`config.mk`:
```
export PLATFORM = sky130hd
export DESIGN_NAME = register_file_ext
export DESIGN_NICKNAME = d
export VERILOG_FILES = /design/src/rtl/register_file_ext.sv
export SDC_FILE = /design/constraint.sdc
export NUM_CORES = 1
export LEC_CHECK = 0
export BUFFER_PORTS_ARGS = -buffer_cell sky130_fd_sc_hd__buf_2
export CAP_MARGIN = 20
export CORE_AREA = 2 2 348 350
export CTS_BUF_LIST = sky130_fd_sc_hd__clkbuf_4 sky130_fd_sc_hd__clkbuf_8
export DETAILED_ROUTE_END_ITERATION = 12
export DIE_AREA = 0 0 350 352
export GPL_ROUTABILITY_DRIVEN = 0
export PLACE_DENSITY = 0.58
export SLEW_MARGIN = 30
export SYNTH_ARGS = -nofsm -noshare
export SYNTH_HDL_FRONTEND = slang
export SYNTH_SLANG_ARGS = --single-unit
```
`constraint.sdc`:
```
create_clock -name i_clk -period 5.2 [get_ports i_clk]
set_clock_uncertainty 0.05 [all_clocks]
set_input_delay 1.04 -clock i_clk [delete_from_list [all_inputs] [get_ports i_clk]]
set_output_delay 1.04 -clock i_clk [all_outputs]
set_load 0.05 [all_outputs]
```
`src/rtl/register_file_ext.sv`:
```
// register_file_ext: parametrised multi-read-port register file with an
// optional hard-wired zero entry, optional write-first bypass and a
// sequential clear engine that zeroes the array after reset or on request.
module register_file_ext #(
  parameter int WIDTH    = 32,
  parameter int ADDR_W   = 5,
  parameter int NRD      = 2,
  parameter int ZERO_REG = 1,
  parameter int BYPASS   = 1
) (
  input  logic                  i_clk,
  input  logic                  i_rstn,
  input  logic [NRD*ADDR_W-1:0] i_ra,
  output logic [NRD*WIDTH-1:0]  o_rd,
  input  logic                  i_we,
  input  logic [ADDR_W-1:0]     i_wa,
  input  logic [WIDTH-1:0]      i_wd,
  input  logic                  i_clr,
  output logic                  o_busy,
  output logic                  o_wr_drop
);

  localparam int DEPTH = 2 ** ADDR_W;

  typedef enum logic {
    S_IDLE  = 1'b0,
    S_CLEAR = 1'b1
  } state_t;

  state_t            r_state;
  logic [ADDR_W-1:0] r_ptr;
  logic              r_wr_drop;
  logic [WIDTH-1:0]  r_mem [DEPTH];

  logic w_busy;
  logic w_wr_zero;
  logic w_wr_ok;

  assign w_busy    = (r_state == S_CLEAR);
  // Writes to entry 0 vanish silently when it is the hard-wired zero register
  assign w_wr_zero = (ZERO_REG != 0) && (i_wa == '0);
  assign w_wr_ok   = i_we && !w_busy && !w_wr_zero;

  assign o_busy    = w_busy;
  assign o_wr_drop = r_wr_drop;

  // Clear engine: walks ptr across the array, returns to IDLE after the last entry
  always_ff @(posedge i_clk or negedge i_rstn) begin
    if (!i_rstn) begin
      r_state   <= S_CLEAR;
      r_ptr     <= '0;
      r_wr_drop <= 1'b0;
    end else begin
      case (r_state)
        S_IDLE: begin
          r_wr_drop <= 1'b0;
          if (i_clr) begin
            r_state <= S_CLEAR;
            r_ptr   <= '0;
          end
        end
        default: begin
          // Any write attempted while clearing is discarded and flagged once
          r_wr_drop <= i_we;
          if (r_ptr == {ADDR_W{1'b1}}) begin
            r_state <= S_IDLE;
            r_ptr   <= '0;
          end else begin
            r_ptr <= r_ptr + 1'b1;
          end
        end
      endcase
    end
  end

  // Storage update: clear engine owns the write port while busy
  always_ff @(posedge i_clk) begin
    if (w_busy) begin
      r_mem[r_ptr] <= '0;
    end else if (w_wr_ok) begin
      r_mem[i_wa] <= i_wd;
    end
  end

  genvar gi;
  generate
    for (gi = 0; gi < NRD; gi++) begin : g_rd
      logic [ADDR_W-1:0] w_ra;
      logic [WIDTH-1:0]  w_rd;

      assign w_ra = i_ra[gi*ADDR_W +: ADDR_W];

      // Per-port read mux: busy blanking, zero entry, write-first forward, array
      always_comb begin
        w_rd = r_mem[w_ra];
        if (w_busy) begin
          w_rd = '0;
        end else if ((ZERO_REG != 0) && (w_ra == '0)) begin
          w_rd = '0;
        end else if ((BYPASS != 0) && w_wr_ok && (i_wa == w_ra)) begin
          w_rd = i_wd;
        end
      end

      assign o_rd[gi*WIDTH +: WIDTH] = w_rd;
    end
  endgenerate

endmodule

```
==> reports/results.ini <==
[run_status]
outcome = finished clean

[cts]
clk_path_buf_depth = 3
h-tree-depth = 4
insertion_delay_ps = 880
cts_tree = built
root_buffer = clkbuf_8
cts_made_buffers = 169
path_clk_slew_ps = 60
post_cts_buffers = 0
cts.sinks = 1031

[placement]
dpl_worst_slack_ps = 473.4
placedCellCount = 4292
place_area_sq_mm = 0.05260
port_buffers = 116
hpwl_mm = 96.32

[worst_setup_path]
crit_family = simple AND/OR/NAND/NOR gates
worst_path_largest_cell_delay_ps = 680
crit_path_start_kind = flop
end_kind = output pin
crit_slowest_cell = nor2b_1
crit_fanout = 32
crit_buf_inv = 2
worstPathCellList = nor2b_1 > o41ai_4 > nor3_4 > buf_12 > a221o_1 > buf_2
cp.required_ps = 4110
cp.arrival_ps = 3800
path_class = flop to output pin

[timing]
worst_slew_pin_slew_ps = 1024
fin_tns_setup_ps = 0
hold_slack_ps = 432.1
rsz0062_at_grt = no
min_period_ps = 4890
period_share = 0.9404
hold_viol_final = 0
drv_slew = 0
fmax_mhz = 204.5
fin_ws_ps = 309.9
max-slew-margin-rel = 0.3143
finalSetupViolations = 0

[power]
p_sw_frac = 0.3070
combPwrFrac = 0.216
power_mw = 22.85
seqPwrFrac = 0.474
p_leak_nw = 18.55
switchingPower_mw = 7.013
intPower_mw = 15.83
clock_power_share = 0.310
power.density_mw_per_mm2 = 408.0
peakVddDrop_mv = 0.2734

[global_route]
track_usage = 0.2592
grt_pass1_wl_mm = 226.2
grt_max_degree = 93
first_global_vias = 31000
grt-ovfl-total = 0
grt_antenna_before_repair = 11

[die]
start_util = 0.4081
fp-row-count = 127
die_x_microns = 350
die_area_sq_mm = 0.1232
core_sq_mm = 0.1193
num_io_pins = 117
die_h_microns = 352

[detailed_routing]
via_per_inst = 6.509
vias = 29920
drt_first_pass_iters = 6
route.detailed.drc = 0
drtIter0Drc = 3789
drtAntennaViolNets = 0
routed_wl_mm = 160.1
wire_per_inst_microns = 34.83

[logic_synthesis]
seq_area_frac_synth = 0.6351
synthTopCellsByArea = edfxtp_1, mux4_2, mux2i_1, a211oi_1, a221o_1
synth_top_area_share = 0.6315
synth_warnings = 0
syn_area_per_cell_sq_um = 18.74
synthCells = 2599
async_reset_ff_frac = 0.006790
synth_area_sq_mm = 0.04870
synth_edf_count = 1024
ys_types = 48
synth_top_area_cell = edfxtp_1
synth-seq-cells = 1031
synth_nets = 2652
synthFlopType = edfxtp_1

[final_layout]
drive_gt1_frac = 0.3690
fin_cells = 4597
finalInstanceArea_sq_mm = 0.05600
fin_util = 0.4693
layout.nets = 2907
syn_to_final_growth_pct = 15.00

[hold_path]
hold_path.class = input port to flop

[run]
max-cap-violations = 0

## kinds of logic after synthesis
| logic type | count (synthesis) | synth area share |
|---|---|---|
| AO/OA/AOI/OAI | 424 | 0.06550 |
| XOR/XNOR | 12 | 0.002158 |
| adder cells (fa/ha/maj) | 2 | 0.0005138 |
| buffers and inverters | 233 | 0.02541 |
| flip-flops | 1031 | 0.6351 |
| multiplexers | 611 | 0.2417 |
| AND/OR/NAND/NOR | 286 | 0.02960 |
## flip-flops by register name, summed over array words and instances (netlist names)
| signal | cells |
|---|---|
| o_wr_drop | 1 |
| r_mem | 1024 |
| o_busy | 1 |
| r_ptr | 5 |
## synth_stat cells (all sizes together) (7+ instances only)
cell type  instances
a211oi            92
a21oi             36
a221o             64
a221oi            60
a22oi             63
a31oi             27
and2              64
and3               9
buf              125
clkbuf            97
edfxtp          1024
inv               11
mux2i            159
mux4             452
nand2            114
nand2b             7
nor2              39
nor2b             37
o21ai             63
o32ai              7
xnor2             12
## metal layers
layer / vias to the layer above / global-route usage / wire length [microns]
li1: 11730 / - / -
met1: 16030 / 0.3450 / 61210
met2: 1781 / 0.4103 / 77110
met3: 376 / 0.05556 / 14930
met4: 4 / 0.1152 / 6826
met5: - / 0 / 27
## layout make-up
cell class,instances,area [sq um]
diodes,4,10.01
clock buffers,216,2704
clock inverters,82,593.1
fillers,9952,63340
inverters,11,41.29
multi-input cells,1335,16900
flip-flops and latches,1031,30930
well taps,1612,2017
repair buffers,306,2809
## cell usage in the layout, fill, tap and decap left out, drive strengths merged, types with 2 or more instances in the layout
cell type  Yosys  layout
a22oi         63      63
mux2i        159     159
and2          64      64
nor2b         37      37
nand3          3       3
and3           9       9
ha             2       2
or2            3       3
o41ai          2       2
clkinvlp       0       7
a211oi        92      92
clkinv         0      65
bufinv         0       8
edfxtp      1024    1024
buf          125     305
inv           11      13
o32ai          7       7
nand2        114     114
nor4           4       4
clkbuf        97     216
o311ai         2       2
xnor2         12      12
nor2          39      39
diode          0       4
nor3           6       6
a21oi         36      36
mux4         452     452
a221oi        60      60
a221o         64      64
dfrtp          6       6
o21ai         63      63
a31oi         27      27
o22ai          2       2
nand2b         7       7
## repair_timing
action,4_1_cts,5_1_grt
endpoints found under the hold margin,6,0
resized for setup,0,0
hold buffers,1,0
## worst paths after layout
kind / cells after the start / to / start / slack, ps
setup / recovery: 6 / o_rd[31] / o_busy / 310
hold / removal: 2 / r_ptr[4] / i_clr / 430
setup reg to reg: 7 / r_mem[22][3] / o_busy / 1390
hold reg to reg: 1 / r_ptr[0] / r_ptr[0] / 610
max in group asynchronous: 2 / o_busy / i_rstn / 4330
min in group asynchronous: 2 / o_wr_drop / i_rstn / 510
## power groups by stage
stage	clock network (mW)	registers, mW	logic (mW)
CTS	7.19	10.8	4.91
detailed placement	0	11.0	4.89
finish	7.07	10.8	4.94
global route	7.53	10.9	5.10
global placement	0	10.9	4.84
floorplan	0	10.9	2.74
No activity file was read; power rests on OpenSTA's default activity.
